File: src/rtl/gerador_imediato_pipeline.sv
// rtl/gerador_imediato_pipeline.sv - registered, handshaked RV32I/RV64I immediate generator
// A main/skid entry pair keeps in_pronto a pure function of registers while sustaining one beat per cycle.
module gerador_imediato_pipeline #(
  parameter int XLEN   = 32,
  parameter int CONT_W = 16
) (
  input  logic              clk,
  input  logic              reset,
  input  logic              in_valido,
  output logic              in_pronto,
  input  logic [31:0]       instrucao,
  output logic              out_valido,
  input  logic              out_pronto,
  output logic [XLEN-1:0]   imediato,
  output logic [2:0]        formato,
  output logic              ilegal,
  input  logic              limpa_cont,
  output logic [CONT_W-1:0] cont_ilegal
);

  localparam bit       RV64    = (XLEN == 64);
  localparam bit [2:0] FMT_R   = 3'd0;
  localparam bit [2:0] FMT_I   = 3'd1;
  localparam bit [2:0] FMT_S   = 3'd2;
  localparam bit [2:0] FMT_B   = 3'd3;
  localparam bit [2:0] FMT_U   = 3'd4;
  localparam bit [2:0] FMT_J   = 3'd5;
  localparam bit [2:0] FMT_ILL = 3'd7;

  logic [31:0]       w_imm32;
  logic [XLEN-1:0]   w_imm;
  logic [2:0]        w_fmt;
  logic              w_in_fire;
  logic              w_main_free;

  logic              r_main_valid;
  logic [XLEN-1:0]   r_main_imm;
  logic [2:0]        r_main_fmt;
  logic              r_skid_valid;
  logic [XLEN-1:0]   r_skid_imm;
  logic [2:0]        r_skid_fmt;
  logic [CONT_W-1:0] r_cont;

  // Anything not matched below, including compressed words, stays illegal with a zero immediate.
  always_comb begin
    w_imm32 = '0;
    w_fmt   = FMT_ILL;
    if (instrucao[1:0] == 2'b11) begin
      case (instrucao[6:0])
        7'b0000011, 7'b0010011, 7'b1100111, 7'b1110011: begin
          w_fmt   = FMT_I;
          w_imm32 = {{20{instrucao[31]}}, instrucao[31:20]};
        end
        7'b0011011: begin
          if (RV64) begin
            w_fmt   = FMT_I;
            w_imm32 = {{20{instrucao[31]}}, instrucao[31:20]};
          end
        end
        7'b0100011: begin
          w_fmt   = FMT_S;
          w_imm32 = {{20{instrucao[31]}}, instrucao[31:25], instrucao[11:7]};
        end
        7'b1100011: begin
          w_fmt   = FMT_B;
          w_imm32 = {{19{instrucao[31]}}, instrucao[31], instrucao[7],
                     instrucao[30:25], instrucao[11:8], 1'b0};
        end
        7'b0110111, 7'b0010111: begin
          w_fmt   = FMT_U;
          w_imm32 = {instrucao[31:12], 12'b0};
        end
        7'b1101111: begin
          w_fmt   = FMT_J;
          w_imm32 = {{11{instrucao[31]}}, instrucao[31], instrucao[19:12],
                     instrucao[20], instrucao[30:21], 1'b0};
        end
        7'b0110011: w_fmt = FMT_R;
        7'b0111011: begin
          if (RV64) w_fmt = FMT_R;
        end
        default: w_fmt = FMT_ILL;
      endcase
    end
  end

  assign w_imm       = XLEN'($signed(w_imm32));
  assign in_pronto   = !r_skid_valid && !reset;
  assign w_in_fire   = in_valido && in_pronto;
  assign w_main_free = !r_main_valid || out_pronto;

  always_ff @(posedge clk) begin
    if (reset) begin
      r_main_valid <= 1'b0;
      r_main_imm   <= '0;
      r_main_fmt   <= FMT_R;
      r_skid_valid <= 1'b0;
      r_skid_imm   <= '0;
      r_skid_fmt   <= FMT_R;
    end else if (w_main_free) begin
      // The skid entry is older than anything on the input, so it always refills main first.
      if (r_skid_valid) begin
        r_main_valid <= 1'b1;
        r_main_imm   <= r_skid_imm;
        r_main_fmt   <= r_skid_fmt;
        r_skid_valid <= 1'b0;
      end else if (w_in_fire) begin
        r_main_valid <= 1'b1;
        r_main_imm   <= w_imm;
        r_main_fmt   <= w_fmt;
      end else begin
        r_main_valid <= 1'b0;
      end
    end else if (w_in_fire) begin
      r_skid_valid <= 1'b1;
      r_skid_imm   <= w_imm;
      r_skid_fmt   <= w_fmt;
    end
  end

  always_ff @(posedge clk) begin
    if (reset || limpa_cont) begin
      r_cont <= '0;
    end else if (w_in_fire && (w_fmt == FMT_ILL) && (r_cont != '1)) begin
      r_cont <= r_cont + CONT_W'(1);
    end
  end

  assign out_valido  = r_main_valid;
  assign imediato    = r_main_imm;
  assign formato     = r_main_fmt;
  assign ilegal      = (r_main_fmt == FMT_ILL);
  assign cont_ilegal = r_cont;

endmodule
File: config.mk
export PLATFORM = sky130hd
export DESIGN_NAME = gerador_imediato_pipeline
export DESIGN_NICKNAME = d
export VERILOG_FILES = /design/src/rtl/gerador_imediato_pipeline.sv
export SDC_FILE = /design/constraint.sdc
export NUM_CORES = 1
export LEC_CHECK = 0
export CAP_MARGIN = 0
export CELL_PAD_IN_SITES_DETAIL_PLACEMENT = 0
export CELL_PAD_IN_SITES_GLOBAL_PLACEMENT = 2
export CORE_UTILIZATION = 30
export CTS_BUF_LIST = sky130_fd_sc_hd__clkbuf_4
export DETAILED_ROUTE_END_ITERATION = 10
export PLACE_DENSITY = 0.79
export SYNTH_ARGS = -nofsm -noshare
export SYNTH_HDL_FRONTEND = slang
export SYNTH_SLANG_ARGS = --single-unit
File: constraint.sdc
create_clock -name clk -period 2.3 [get_ports clk]
set_clock_uncertainty 0.1 [all_clocks]
set_input_delay 0.23 -clock clk [delete_from_list [all_inputs] [get_ports clk]]
set_output_delay 0.23 -clock clk [all_outputs]
set_load 0.05 [all_outputs]
* Word-level counts from Yosys, hierarchy flattened
Index checks and enable logic that the tools add are counted.
** Storage, ports and cells
- Flip-flop bits (word level) :: 88
- Bits of input ports :: 37
- Output and inout bits :: 54
- Logic and storage cells :: 48
** Cells by class
- Add/subtract/negate cells :: 1
- Equality and inequality tests :: 14
- Muxes and demuxes :: 10
- Bitwise gates (word level) :: 1
- Reduce and logical (&&, ||, !) cells :: 15
** Operators by type and width (count)
- $pmux 32 s5 :: 1
- $mux 32 :: 3
- $eq 7x7->1 const B :: 4
- $eq 7x6->1 const B :: 3
- $pmux 3 s6 :: 1
- $add 16x1->16 const B :: 1
- $ne 16x16->1 const B :: 1
- $eq 7x5->1 const B :: 2
- $mux 3 :: 3
- $eq 7x2->1 const B :: 1
- $eq 3x3->1 const B :: 2
- $logic_and 1x1->1 :: 4
- $reduce_and 2->1 :: 2
- $reduce_or 2->1 :: 2
- $reduce_or 4->1 :: 1
- $logic_not 1->1 :: 3
- $eq 2x2->1 const B :: 1
- $logic_or 1x1->1 :: 2
- $mux 1 :: 2
- $reduce_bool 2->1 :: 1
- $not 1->1 :: 1

* Depth between registers and ports, before layout
Gate-level depths: netlist of the first run.
- Word-level depth :: 7
- Mapped depth :: 8
- Depth with buffers taken out :: 6

* Worst setup path after synthesis of the first run
OpenSTA, ideal clock, no wires.
- Kind :: flip-flop to flip-flop
- Start :: register r_cont[0], in the netlist cont_ilegal[0]
- End :: register r_cont[7], in the netlist cont_ilegal[7]
- Library setup time :: 0.132 ns
- Arrival :: 1.909 ns
- Data required time :: 2.068 ns
- Slack :: 0.159 ns
- Cell stages (with the launch flop) :: 9
- Buffers on the path :: 2
- Period minus slack after synthesis :: 2.141 ns
- Cell sequence :: dfxtp_1 > ha_1 > nand2_1 > or3_1 > buf_2 > nor2_1 > buf_2 > or4_1 > a21oi_1
** Between the ends
- Word-level cells in the longest chain between the ends :: 2
- Elaborated cells between the ends (all ways) :: 3
- Those cells by class :: add/sub (1); eq/ne (1); reduce/logical (1)
** RTL lines
- start, declared :: RTL line 42 : logic [CONT_W-1:0] r_cont;
- start signal, assigned :: RTL line 125 : r_cont <= r_cont + CONT_W'(1);
- parallel branches: the longest is 2 deep, another holds $add 16x1->16
Parallel ways; which one is timed is not known.
A chain may end at the register's enable or synchronous reset.

* Final worst setup path of the first run
- Start :: input reset
- End :: output in_pronto
** Between the ends
- Word-level cells in the longest chain between the ends :: 2
** RTL lines
- start, declared :: RTL line 8 : input logic reset,
- $logic_not 1->1 :: RTL line 88 : assign in_pronto = !r_skid_valid && !reset;
- $logic_and 1x1->1 :: RTL line 88
- end, declared :: RTL line 10 : output logic in_pronto,
No other way between the ends.

==> results of run 1 <==
==> cell type report <==
class / instances / area (um2)
inverter: 8 / 30.03
antenna: 1 / 2.502
clock inverter: 7 / 93.84
fill: 1401 / 7825
timing repair buffer: 132 / 1250
clock buffer: 9 / 67.56
multi-input combinational: 386 / 2202
sequential: 88 / 1762
tap: 176 / 220.2
==> per-layer routing <==
layer	global-route usage, %	vias up	part of all wire (%)
li1	-	2123	-
met4	7.793	0	1.4
met3	3.585	11	4.5
met1	24.11	2009	48
met2	28.56	95	46
met5	0	-	0
==> flip-flops by register name, indices dropped and copies added (netlist names) <==
signal,flops
cont_ilegal,16
formato,3
imediato,32
out_valido,1
r_skid_fmt,3
r_skid_imm,32
r_skid_valid,1
==> path summary, 6_finish.rpt <==
| kind | end | cells past startpoint | start |
|---|---|---|---|
| hold reg to reg | imediato[14] | 2 | imediato[14] |
| setup / recovery | in_pronto | 5 | reset |
| hold / removal | r_skid_imm[19] | 3 | instrucao[19] |
| setup reg to reg | imediato[29] | 7 | r_skid_valid |
==> cell families after synthesis <==
kind of cell,count (synthesis),synth area share (%)
AOI/OAI and AO/OA,148,23.04
xor gates and xnor gates,1,0.2087
muxes,5,1.222
and+or+nand+nor,231,27.63
DFF,88,41.97
buffers and inverters,48,5.633
adders and majority gates,1,0.2980
==> critical path, cell delays in order <==
cell and delay [ps]:
dlygate4sd3_1 530, buf_2 180, buf_4 200, nor2_1 160, dlygate4sd2_1 550
==> cells in the final DEF, fill, tap and decap left out, types with 3 or more instances in the layout <==
master / n
nor4_1: 14
a31oi_1: 4
mux2i_1: 4
clkbuf_4: 9
clkdlybuf4s50_1: 88
o31ai_1: 4
a211oi_1: 24
nand3_1: 18
nor2_1: 60
or4_1: 7
dfxtp_1: 88
nand3b_1: 3
or3_1: 8
o21ai_0: 24
nor2b_1: 3
nor3_1: 31
buf_4: 38
a221oi_1: 14
nand2_1: 59
o211ai_1: 5
inv_1: 8
buf_12: 3
and3_1: 7
a21oi_1: 42
o21ai_1: 12
==> timing repair <==
| item | CTS | global route |
|---|---|---|
| gates resized for setup | 1 | 0 |
| endpoints found under the setup margin | 1 | 0 |
| hold endpoints to repair | 2 | 0 |
| setup buffers | 0 | 0 |
| hold buffers | 1 | 0 |
==> power groups by stage <==
stage / Sequential [mW] / Combinational, mW / Clock (mW)
2_1_floorplan: 1.74 / 0.220 / 0
3_3_place_gp: 1.63 / 0.568 / 0
6_report: 1.60 / 0.571 / 1.01
5_1_grt: 1.60 / 0.614 / 1.11
4_1_cts: 1.60 / 0.574 / 1.05
3_5_place_dp: 1.63 / 0.571 / 0
==> qor.csv, run 1 <==
stage,metric,value,unit
final_layout,fin_cells,807,
clock_network,clk_latency,470,ps
global_routing,first_global_vias,4114,
place,port_buffers,90,
routing,drc,0,
sta,fin_setup_tns,0,ps
floorplan,core_area,13450,um2
sta,finalHoldViolations,0,
pwr,p_sw_share,29.70,%
routing,routed_wl,12.65,mm
global_routing,grt_max_degree,40,
synthesis,syn_inst,522,
setup_path,start_kind,input pin,
final_layout,stdcell_area,5628,um2
clock_network,cts_buffer_depth,2,
setup_path,critPathRequiredTime,1970,ps
synthesis,syn_avg_cell_area,8.042,um2
setup_path,r2r_slack,310,ps
global_routing,antenna_found_initial,1,
setup_path,crit_type,in2out,
pwr,p_leak,1.883,nW
min_path,hp-class,in2reg,
synthesis,ys.warnings.count,0,
floorplan,die_area,14470,um2
pwr,ir_drop,0.0002080,V
synthesis,ys_types,58,
sta,fmaxAchievable,0.4577,GHz
floorplan,rows,42,
sta,fin_ws,115.0,ps
clock_network,clock-sinks,88,
sta,hold-worst-slack,257.2,ps
final_layout,area_delta_synth_final,34.07,%
setup_path,crit_fanout,13,
clock_network,h-tree-depth,3,
flow_run,max_cap_violations,0,
final_layout,final_core_utilization,41.83,%
floorplan,die-width,120.3,um
routing,drt_iter0_drc,233,
clock_network,cts_inserted_buffers,9,
synthesis,synth_flop_cell,dfxtp_1,
clock_network,cts_tree,yes,
pwr,p_switching,0.9440,mW
sta,rsz0062_at_grt,no,
synthesis,synth_edf_count,0,
final_layout,final_net_count,663,
pwr,combPwrFrac,18.0,%
place,place_area,5455,um2
synthesis,ys_top_cells_by_count,"dfxtp_1 (88), nor2_1 (61), nand2_1 (59)",
routing,drt-wirelength-per-cell,15.67,um
synthesis,synth_nets,560,
synthesis,synth.area.top_cells,"dfxtp_1 (42%), nor2_1 (5.5%), nand2_1 (5.3%), a21oi_1 (5.0%), a211oi_1 (4.3%)",
place,dp_slack,-41.22,ps
sta,finalCritPeriodShare,95.00,%
synthesis,yosysTopAreaCellShare,41.97,%
floorplan,die_h,120.3,um
clock_network,cts.clk_slew.worst_paths,120,ps
floorplan,io_pins,91,
sta,setup_viol,0,
synthesis,async_flop_share,0,%
global_routing,grt-ovfl-total,0,
pwr,fin_total_pwr,3.179,mW
sta,tightest_slew,841.8,ps
synthesis,synth.most_common_cell,dfxtp_1,
routing,firstDrtPassIters,5,
synthesis,ys_ff_latch,88,
synthesis,synth_top_cell_by_area,dfxtp_1,
setup_path,end_kind,output pin,
global_routing,grt_pass1_wl,20.64,mm
setup_path,worstPathArrival,1860,ps
sta,finalCriticalPeriod,2185,ps
pwr,power_density,564.9,nW/um2
synthesis,syn_area,4198,um2
final_layout,drive_gt1_share,12.06,%
place,dp_cells,789,
pwr,p_clk_share,31.8,%
routing,ant_nets,0,
routing,via_per_inst,5.252,
pwr,intPower,2.235,mW
routing,vias,4238,
clock_network,clockRootBuffer,clkbuf_4,
place,gp_congestion,0.7837,
run_status,status,"finished, final reports clean",
pwr,seqPwrFrac,50.2,%
floorplan,initial_core_util,31.20,%
sta,drv_slew,0,
place,post-dp-hpwl,9.020,mm
global_routing,grtUsageTotal,18.16,%
sta,maxSlewHeadroom,43.67,%
synthesis,yosysSeqAreaShare,41.97,%
(Power assumes the default switching activity.)
==> inputs of run 2 (changes only) <==
--- a/config.mk
+++ b/config.mk
@@ -6,9 +6,9 @@
 export NUM_CORES = 1
 export LEC_CHECK = 0
 export CAP_MARGIN = 0
-export CELL_PAD_IN_SITES_DETAIL_PLACEMENT = 0
-export CELL_PAD_IN_SITES_GLOBAL_PLACEMENT = 2
-export CORE_UTILIZATION = 30
+export CELL_PAD_IN_SITES_DETAIL_PLACEMENT = 1
+export CELL_PAD_IN_SITES_GLOBAL_PLACEMENT = 1
+export CORE_UTILIZATION = 38
 export CTS_BUF_LIST = sky130_fd_sc_hd__clkbuf_4
 export DETAILED_ROUTE_END_ITERATION = 10
 export PLACE_DENSITY = 0.79
==> qor.csv, run 2 (synthesized netlist as in run 1, its figures left out) <==
stage,metric,value,unit
run_status,status,"finished, final reports clean",
place,post-dp-hpwl,9.550,mm
routing,via_per_inst,5.711,
setup_path,worstPathArrival,1820,ps
pwr,power_density,583.3,nW/um2
setup_path,start_kind,register,
final_layout,mostFrequentLayoutCells,"clkdlybuf4s50_1 (88), dfxtp_1 (87), nor2_1 (60)",
global_routing,grtUsageTotal,24.39,%
final_layout,antennaDiodeCount,0,
floorplan,io_pins,91,
sta,setup_viol,0,
floorplan,die-width,107.1,um
clock_network,clk_latency,470,ps
final_layout,fillers,1341,
sta,fmaxAchievable,0.4641,GHz
pwr,p_leak,1.859,nW
global_routing,first_global_vias,4479,
clock_network,cts.clk_slew.worst_paths,140,ps
setup_path,crit_type,reg2out,
clock_network,cts_tree,yes,
clock_network,cts_buffer_depth,2,
sta,maxSlewHeadroom,39.52,%
floorplan,rows,38,
global_routing,grt_pass1_wl,22.18,mm
routing,drc,0,
final_layout,drive_gt1_share,10.63,%
flow_run,max_cap_violations,0,
setup_path,crit_fanout,3,
pwr,ir_drop,0.0002309,V
global_routing,grt-ovfl-total,0,
final_layout,final_common_cell,clkdlybuf4s50_1,
routing,firstDrtPassIters,4,
final_layout,area_delta_synth_final,32.25,%
routing,vias,4346,
pwr,fin_total_pwr,3.238,mW
place,port_buffers,90,
floorplan,die_area,11470,um2
sta,tightest_slew,903.9,ps
clock_network,clock-sinks,88,
sta,finalCritPeriodShare,93.68,%
sta,fin_setup_tns,0,ps
clock_network,h-tree-depth,3,
global_routing,antenna_found_initial,0,
place,gp_congestion,0.8843,
floorplan,core_area,10790,um2
sta,drv_slew,0,
final_layout,final_net_count,656,
clock_network,cts_setup_buffers,0,
routing,drt-wirelength-per-cell,17.55,um
floorplan,initial_core_util,38.89,%
routing,routed_wl,13.36,mm
sta,rsz0062_at_grt,no,
min_path,hp-class,in2reg,
sta,finalCriticalPeriod,2155,ps
setup_path,end_kind,output pin,
global_routing,grt_max_degree,39,
clock_network,clockRootBuffer,clkbuf_4,
clock_network,cts_inserted_buffers,9,
sta,finalHoldViolations,0,
floorplan,die_h,107.1,um
setup_path,critPathRequiredTime,1970,ps
routing,drt_iter0_drc,133,
routing,ant_nets,0,
## run 2: cell count changes in the layout (fill, tap and decap cells not counted), sizes merged
cell / delta
inv: -1
dlymetal6s2s: +1
clkinv: -1
buf: -8
bufinv: +1
dlygate4sd3: +1
dlygate4sd2: -1
diode: -1
clkinvlp: -1
## run 2: final cells by class
| cell class | instances | area, um2 | area share [%] |
|---|---|---|---|
| clock buffers | 9 | 67.56 | 1.217 |
| clock inverters | 5 | 97.59 | 1.758 |
| inverters | 8 | 30.03 | 0.5409 |
| multi-input cells | 386 | 2202 | 39.67 |
| flip-flops and latches | 88 | 1763 | 31.76 |
| well taps | 140 | 175.2 | 3.155 |
| repair buffers | 125 | 1216 | 21.91 |
## run 2: path summary, 6_finish.rpt
kind	startpoint	to	slack [ps]	cells after the start
setup reg to reg	cont_ilegal[0]	cont_ilegal[3]	290	7
hold / removal	instrucao[16]	r_skid_imm[16]	240	3
setup / recovery	formato[0]	ilegal	150	2
hold reg to reg	imediato[17]	imediato[17]	360	2
## run 2: metrics by stage
step | area, um2 | std cells | worst slack [ps] | utilization [%] | hold WS (ps)
CTS | 5549 | 761 | 2.650 | 51.41 | 220.5
global route | 5552 | 761 | 41.44 | 51.44 | 252.0
detailed placement | 5363 | 745 | -140.0 | 49.69 | 345.4
global placement | 5363 | 745 | 15.79 | 49.69 | 338.1
finish | 5552 | 761 | 145.3 | 51.44 | 238.3
floorplan | 4198 | 522 | 159.4 | - | 271.0
## run 2: critical path, cell delays in order (launching register included)
cell and delay, ps:
dfxtp_1 410, and3_1 170, clkdlybuf4s50_1 800
## run 2: layer usage
| layer | share of wire (%) | up-vias | GRT usage [%] | wire length, um |
|---|---|---|---|---|
| met5 | 0 | - | 0 | 0 |
| met3 | 3.6 | 27 | 3.526 | 485 |
| met2 | 49 | 102 | 42.35 | 6511 |
| met1 | 45 | 2118 | 29.45 | 6006 |
| li1 | - | 2099 | - | - |
| met4 | 2.7 | 0 | 11.74 | 355 |
## run 2: repair_timing
item	4_1_cts	5_1_grt
gates cloned	0	0
hold buffers	2	0
setup endpoints to repair	1	1
hold endpoints to repair	5	0
gates resized for setup	1	1
## run 2: report_power, final
| group | switching [mW] | internal, mW |
|---|---|---|
| Sequential | 0.0285 | 1.57 |
| Combinational | 0.350 | 0.221 |
| Clock | 0.536 | 0.532 |
| Total | 0.914 | 2.32 |
==> inputs of run 3 (changes only) <==
--- a/config.mk
+++ b/config.mk
@@ -8,6 +8,7 @@
 export CAP_MARGIN = 0
 export CELL_PAD_IN_SITES_DETAIL_PLACEMENT = 1
 export CELL_PAD_IN_SITES_GLOBAL_PLACEMENT = 1
+export CORE_ASPECT_RATIO = 2
 export CORE_UTILIZATION = 38
 export CTS_BUF_LIST = sky130_fd_sc_hd__clkbuf_4
 export DETAILED_ROUTE_END_ITERATION = 10
==> qor.csv, run 3 (synthesized netlist as in run 1, its figures left out) <==
stage,metric,value,unit
global_routing,first_global_vias,4690,
sta,fin_ws,188.2,ps
clock_network,clk_latency,460,ps
place,post-dp-hpwl,10.83,mm
min_path,hp-class,in2reg,
final_layout,drive_gt1_share,11.94,%
setup_path,end_kind,output pin,
sta,rsz0062_at_grt,no,
setup_path,reg2reg_from,cont_ilegal[13],
setup_path,critPathRequiredTime,1970,ps
pwr,seqPwrFrac,48.5,%
setup_path,slowest_stage,clkdlybuf4s50_1,
place,gp_congestion,0.9045,
pwr,combPwrFrac,17.7,%
floorplan,core_area,10810,um2
clock_network,h-tree-depth,3,
final_layout,final_net_count,661,
clock_network,cts_tree,yes,
routing,firstDrtPassIters,4,
sta,fmaxAchievable,0.4735,GHz
sta,drv_slew,0,
setup_path,rr_worst_depth,6,
setup_path,cp_top_family,buffers and inverters,
clock_network,clockRootBuffer,clkbuf_4,
floorplan,die_area,11500,um2
pwr,ir_drop,0.0003938,V
global_routing,antenna_found_initial,1,
setup_path,worstPathArrival,1780,ps
sta,setup_viol,0,
place,dp_slack,-82.50,ps
sta,finalCriticalPeriod,2112,ps
routing,routed_wl,14.35,mm
setup_path,r2r_slack,240,ps
pwr,power_density,587.7,nW/um2
routing,vias,4475,
routing,drt-wirelength-per-cell,18.66,um
pwr,p_switching,0.9506,mW
pwr,p_clk_share,33.8,%
final_layout,final_core_utilization,51.92,%
floorplan,die_h,150.6,um
setup_path,start_kind,register,
setup_path,cpPeakStageDelay,850,ps
pwr,p_leak,1.891,nW
min_path,min_from,reset,
final_layout,mostFrequentLayoutCells,"dfxtp_1 (88), clkdlybuf4s50_1 (88), nor2_1 (60)",
run_status,status,"finished, final reports clean",
routing,via_per_inst,5.819,
setup_path,path_cells,clkdlybuf4s50_1,
routing,drt_iter0_drc,154,
floorplan,io_pins,91,
clock_network,cts_inserted_buffers,9,
global_routing,grt_max_degree,48,
pwr,p_sw_share,28.82,%
floorplan,rows,54,
place,port_buffers,90,
setup_path,crit_type,reg2out,
clock_network,cts_setup_buffers,0,
sta,maxSlewHeadroom,31.57,%
clock_network,clock-sinks,88,
routing,drc,0,
floorplan,initial_core_util,38.83,%
setup_path,r2r-end,cont_ilegal[3],
final_layout,fillers,1338,
sta,tightest_slew,1023,ps
clock_network,cts.clk_slew.worst_paths,140,ps
sta,finalCritPeriodShare,91.82,%
min_path,hold-path-endpoint,r_skid_imm[9],
clock_network,cts_buffer_depth,2,
global_routing,grt-ovfl-total,0,
setup_path,crit_fanout,7,
flow_run,max_cap_violations,0,
setup_path,critPathBufInv,1,
final_layout,area_delta_synth_final,33.71,%
pwr,intPower,2.348,mW
min_path,hold_depth,3,
floorplan,die-width,76.32,um
global_routing,grtUsageTotal,26.03,%
global_routing,grt_pass1_wl,23.17,mm
routing,ant_nets,0,
sta,finalHoldViolations,0,
[run 3: worst max-delay path by stage]
| stage | start | end | slack (ps) | depth (start not counted) |
|---|---|---|---|---|
| floorplan | cont_ilegal[0] | cont_ilegal[7] | 160 | 8 |
| global placement | instrucao[4] | r_skid_imm[16] | 20 | 8 |
| detailed placement | out_pronto | imediato[13] | -80 | 6 |
| CTS | cont_ilegal[6] | cont_ilegal[6] | 160 | 1 |
| global route | cont_ilegal[6] | cont_ilegal[6] | 80 | 1 |
| finish | cont_ilegal[6] | cont_ilegal[6] | 190 | 1 |
[run 3: power by group through the flow]
stage	clock (mW)	combinational, mW	sequential, mW
final	1.12	0.584	1.60
after global routing	1.20	0.621	1.61
after CTS	1.14	0.588	1.60
after detailed placement	0	0.586	1.63
after global placement	0	0.573	1.63
after floorplan	0	0.220	1.74
[run 3: worst min-delay path: stages]
cell     delay, ps
buf_2          150
buf_4          220
a21oi_1        120
[run 3: layout make-up]
| cell class | count | area (um2) | area share (%) |
|---|---|---|---|
| diodes | 1 | 2.502 | 0.04458 |
| clock buffers | 9 | 67.56 | 1.204 |
| clock inverters | 7 | 116.4 | 2.073 |
| inverters | 8 | 30.03 | 0.5350 |
| multi-input cells | 386 | 2202 | 39.23 |
| flip-flops and latches | 88 | 1762 | 31.39 |
| well taps | 140 | 175.2 | 3.121 |
| repair buffers | 130 | 1257 | 22.40 |
[run 3: what timing repair did]
action                                  in CTS  in global routing
gates resized for setup                      1                  0
endpoints found under the setup margin       1                  0
hold buffers                                 0                  0
[run 3: per-stage QoR]
| step | cells | area (um2) | hold slack, ps | total power [mW] | TNS [ps] |
|---|---|---|---|---|---|
| 3_5_place_dp | 752 | 5428 | 345.3 | 2.219 | -747.7 |
| 4_1_cts | 768 | 5610 | 180.0 | 3.323 | 0 |
| 5_1_grt | 769 | 5613 | 204.9 | 3.431 | 0 |
| 2_1_floorplan | 522 | 4198 | 271.0 | 1.961 | 0 |
| 3_3_place_gp | 752 | 5428 | 337.9 | 2.203 | 0 |
| 6_report | 769 | 5613 | 203.6 | 3.299 | 0 |
[run 3: metal layers]
| layer | wire (um) | share of wire [%] | up-vias | track usage, % |
|---|---|---|---|---|
| met4 | 737 | 5.1 | 0 | 16.73 |
| li1 | - | - | 2108 | - |
| met1 | 5282 | 37 | 2190 | 24.69 |
| met2 | 7833 | 55 | 132 | 50.68 |
| met3 | 495 | 3.4 | 45 | 4.364 |
| met5 | 0 | 0 | - | 0 |
